`src/rtl/hamming_secded_decoder.sv`:
```
// hamming_secded_decoder: two-stage extended-Hamming SECDED decoder with
// valid/ready flow control and saturating corrected/uncorrected error counters.
module hamming_secded_decoder #(
    parameter int R = 5,
    parameter int CNT_W = 16,
    localparam int CW = 2 ** R,
    localparam int K = CW - 1 - R
) (
    input  logic             clk,
    input  logic             rst_n,
    input  logic             in_valid,
    output logic             in_ready,
    input  logic [CW-1:0]    code_in,
    input  logic             correct_en,
    output logic             out_valid,
    input  logic             out_ready,
    output logic [K-1:0]     data_out,
    output logic [R-1:0]     err_pos,
    output logic             single_err,
    output logic             double_err,
    output logic [CNT_W-1:0] corr_cnt,
    output logic [CNT_W-1:0] uncorr_cnt,
    input  logic             cnt_clr
);
    logic [R-1:0] syn, s1_s;
    logic [K-1:0] raw, s1_data, data_nxt;
    logic par, s1_p, s1_ce, s1_valid, advance, xfer, flip;

    always_comb begin
        syn = '0;
        for (int i = 1; i < CW; i++) syn = code_in[i] ? syn ^ R'(i) : syn;
    end

    assign par = ^code_in;
    assign advance = !out_valid || out_ready;
    assign in_ready = advance || !s1_valid;
    assign xfer = out_valid && out_ready;
    assign flip = s1_p && s1_s != '0 && s1_ce;

    // Only data-bearing positions are carried past stage 1; a flip of a
    // check-bit position never reaches data_out, so it needs no storage.
    for (genvar i = 3; i < CW; i++) begin : g_d
        if ((i & (i - 1)) != 0) begin : g_b
            localparam int J = i - 1 - $clog2(i + 1);
            assign raw[J] = code_in[i];
            assign data_nxt[J] = s1_data[J] ^ (flip && s1_s == R'(i));
        end
    end

    always_ff @(posedge clk or negedge rst_n) begin
        if (!rst_n) begin
            s1_valid <= 1'b0;
            s1_data <= '0;
            s1_s <= '0;
            s1_p <= 1'b0;
            s1_ce <= 1'b0;
            out_valid <= 1'b0;
            data_out <= '0;
            err_pos <= '0;
            single_err <= 1'b0;
            double_err <= 1'b0;
            corr_cnt <= '0;
            uncorr_cnt <= '0;
        end else begin
            if (in_ready) begin
                s1_valid <= in_valid;
                s1_data <= raw;
                s1_s <= syn;
                s1_p <= par;
                s1_ce <= correct_en;
            end
            if (advance) begin
                out_valid <= s1_valid;
                data_out <= data_nxt;
                err_pos <= s1_s;
                single_err <= s1_valid && s1_p;
                double_err <= s1_valid && !s1_p && s1_s != '0;
            end
            corr_cnt <= cnt_clr ? '0 : (xfer && single_err && corr_cnt != '1) ? corr_cnt + CNT_W'(1) : corr_cnt;
            uncorr_cnt <= cnt_clr ? '0 : (xfer && double_err && uncorr_cnt != '1) ? uncorr_cnt + CNT_W'(1) : uncorr_cnt;
        end
    end
endmodule
```
`config.mk`:
```
export PLATFORM = sky130hd
export DESIGN_NAME = hamming_secded_decoder
export DESIGN_NICKNAME = d
export VERILOG_FILES = /design/src/rtl/hamming_secded_decoder.sv
export SDC_FILE = /design/constraint.sdc
export NUM_CORES = 1
export LEC_CHECK = 0
export ABC_CLOCK_PERIOD_IN_PS = 2200
export CORE_ASPECT_RATIO = 0.5
export CORE_UTILIZATION = 40
export CTS_CLUSTER_SIZE = 16
export DETAILED_ROUTE_END_ITERATION = 12
export PLACE_DENSITY = 0.63
export SYNTH_ARGS = -nofsm -noshare
export SYNTH_HDL_FRONTEND = slang
export SYNTH_SLANG_ARGS = --single-unit
export TNS_END_PERCENT = 10
```
`constraint.sdc`:
```
create_clock -name clk -period 2.2 [get_ports clk]
set_input_delay 0.33 -clock clk [delete_from_list [all_inputs] [get_ports clk]]
set_output_delay 0.33 -clock clk [all_outputs]
set_load 0.02 [all_outputs]
```
==> impl_metrics.py <==
metrics = {
    "setup_path": {
        "start_kind": "input port",
        "crit_fanout": 2,
        "worstRegToRegCells": 8,
        "r2r_slack_ns": 0.28,
        "end_kind": "primary output",
        "worst_ep_required_time_ns": 1.87,
        "r2r_end": "corr_cnt[12]$_DFFE_PN0P_",
        "worstSetupPathType": "in -> out",
        "arrival_ns": 1.74,
        "cp-endpoint": "in_ready",
        "reg2reg_from": "corr_cnt[0]$_DFFE_PN0P_",
        "cp-startpoint": "out_ready",
    },
    "grt": {
        "antenna_found_initial": 0,
        "grt_pass1_wl_um": 18400,
        "gr-total-overflow": 0,
        "grt_max_degree": 64,
        "grt_pass1_vias": 3557,
        "track_usage_pct": 18.4,
    },
    "sta": {
        "layout_setup_ws_ns": 0.127,
        "maxSlewViolCount": 0,
        "setup_violations": 0,
        "hold_viol": 0,
        "post-route-period-util_pct": 94.2,
        "rsz0062_at_grt": "false",
        "tightest_slew_ns": 0.529,
        "max_freq_mhz": 482,
        "tns_ns": 0,
        "slew_headroom_pct": 64.2,
        "fin_skew_ns": 0.00832,
        "period_needed_ns": 2.07,
    },
    "clocking": {
        "cts_max_level": 3,
        "cts.sinks": 100,
        "cts_tree": "built",
        "clk_latency_ns": 0.34,
        "cts.root.buffer_cell": "clkbuf_16",
        "clockBufferDepth": 2,
        "clk_pin_slew_ns": 0.07,
        "numCtsBuffers": 9,
        "cts_setup_buffers": 0,
    },
    "finish": {
        "n_antenna_cell": 0,
        "drive_gt1_share_pct": 11.9,
        "nets": 641,
        "regArea_mm2": 0.00250,
        "fillers": 1086,
        "final_cell_mix": "103 x clkdlybuf4s50_1, 100 x dfrtp_1, 71 x xnor2_1, 58 x nand2_1, 53 x nor2_1",
        "multi_input_area_mm2": 0.00243,
        "area.growth.synth_to_final_pct": 33.5,
        "final_common_cell": "clkdlybuf4s50_1",
    },
    "synthesis": {
        "yosysTopAreaCell": "dfrtp_1",
        "yosysTopAreaCellShare_pct": 50.0,
        "synth_cell_types": 30,
        "yosysSeqAreaShare_pct": 50.0,
        "synth.area.top_cells": "dfrtp_1 50%, xnor2_1 12%, mux2_2 7.4%",
        "ys_seq_elements": 100,
        "ys_warn_count": 0,
        "synth_area_per_cell_um2": 10.3,
        "syn-num-nets": 526,
        "syn_inst": 486,
        "synth_area_mm2": 0.00501,
    },
    "floorplanning": {
        "core_area_mm2": 0.0120,
        "core.rowCount": 28,
        "io_pins": 105,
        "die_h_um": 81.1,
        "initial_core_util_pct": 41.7,
        "die_x_um": 160,
        "dieArea_mm2": 0.0130,
    },
    "drt": {
        "detail_route.wl_per_cell_um": 14.6,
        "routed_wl_um": 11300,
        "drtIter0Drc": 170,
        "viasPerCell": 4.77,
        "vias": 3681,
        "drt_pass1_iterations": 4,
        "drc_errors": 0,
        "final_antenna_net_count": 0,
    },
    "pwr": {
        "comb_power_share_pct": 28.3,
        "pwr-share-clk_pct": 29.9,
        "p_seq_share_pct": 41.8,
        "powerDensity_mw_per_mm2": 860,
        "p_leak_nw": 2.62,
        "switching_power_w": 0.00182,
        "ir_drop_uv": 490,
        "switching_share_pct": 31.6,
        "intPower_w": 0.00393,
    },
    "min_path": {
        "min_path_type": "in -> async",
    },
    "place": {
        "pre_cts_ws_ns": 0.0491,
        "port_buffers": 104,
        "gp_congestion": 0.777,
        "hpwl_um": 8250,
    },
    "run_status": {
        "status": "finished, final reports clean",
    },
    "flow_run": {
        "maxCapViolCount": 0,
    },
}
cell families (layout without fill, tap and decap cells):
kind of cell | Yosys count | count (layout) | synth area share (%)
xor+xnor | 112 | 112 | 19.6
flops | 100 | 100 | 50.0
compound gates | 39 | 39 | 4.22
simple gates | 176 | 176 | 16.1
buf+inv | 21 | 141 | 1.60
mux | 36 | 36 | 8.02
fa+ha+maj | 2 | 2 | 0.500
worst max-delay path: stages:
cell             delay, ns
clkdlybuf4s50_1       0.48
buf_4                 0.13
nor2b_4               0.04
nand2_1               0.14
clkdlybuf4s50_1       0.63
state kept, by name, indices dropped and copies added, names as in the netlist:
name	cells
single_err	1
s1_valid	1
double_err	1
s1_data	26
err_pos	5
uncorr_cnt	16
out_valid	1
s1_ce	1
data_out	26
s1_p	1
corr_cnt	16
s1_s	5
metal layers:
metal / track usage, % / up-vias / share of wire, %
li1: - / 1848 / -
met1: 26.5 / 1750 / 51
met2: 28.3 / 74 / 44
met3: 4.24 / 9 / 4.4
met4: 3.71 / 0 / 0.88
met5: 0 / - / 0
Yosys cell counts:
cell type	instances
nand3_1	16
xor2_1	41
nor4b_1	2
mux2i_1	3
nor2_1	53
nor3b_1	2
and2_1	1
mux2_2	33
o21ai_0	31
nand4_1	12
clkbuf_1	17
or3_1	3
ha_1	2
a41oi_2	1
and3_1	1
o211a_1	1
nor3_1	11
nor4_1	4
or2_2	2
buf_2	1
nand3b_1	4
a21oi_1	6
dfrtp_1	100
inv_1	2
buf_1	1
nand2_1	58
nand2b_1	3
xnor2_1	71
and4_1	1
nor2b_1	3
cell type report:
cell class                 instances  share of cell area [%]
tap                              165                    3.09
sequential                       100                    37.5
multi-input combinational        365                    36.4
clock buffer                       9                    3.37
timing repair buffer             123                    18.1
inverter                           2                   0.112
clock inverter                     7                    1.50
metrics by stage:
stage	hold slack (ns)	total power (W)	cell area (um2)	std cells	util, %
final	0.422	0.00575	6680	771	55.6
after global routing	0.461	0.00607	6680	771	55.6
after CTS	0.422	0.00582	6680	771	55.6
after detailed placement	0.252	0.00407	6350	754	52.8
after global placement	0.248	0.00405	6350	754	52.8
after floorplan	0.0344	0.00336	5010	486	-
power groups by stage:
stage	sequential, W	combinational (W)	clock [W]
4_1_cts	0.00240	0.00165	0.00177
5_1_grt	0.00245	0.00176	0.00186
2_1_floorplan	0.00247	0.000893	0
3_3_place_gp	0.00244	0.00161	0
3_5_place_dp	0.00244	0.00163	0
6_report	0.00240	0.00163	0.00172
timing repair:
item	4_1_cts	5_1_grt
hold buffers	1	0
gates resized for setup	0	0
endpoints found under the hold margin	21	0
how the worst min path moves through the flow:
stage,cells after the start,slack (ns),to,startpoint
after floorplan,0,0.03,corr_cnt[0]$_DFFE_PN0P_,rst_n
after global placement,1,0.25,data_out[9]$_DFFE_PN0P_,rst_n
final,2,0.42,s1_data[9]$_DFFE_PN0P_,rst_n
after detailed placement,1,0.25,s1_data[9]$_DFFE_PN0P_,rst_n
after global routing,2,0.46,data_out[15]$_DFFE_PN0P_,rst_n
after CTS,2,0.42,s1_data[14]$_DFFE_PN0P_,rst_n
No activity file was read; power rests on OpenSTA's default activity.
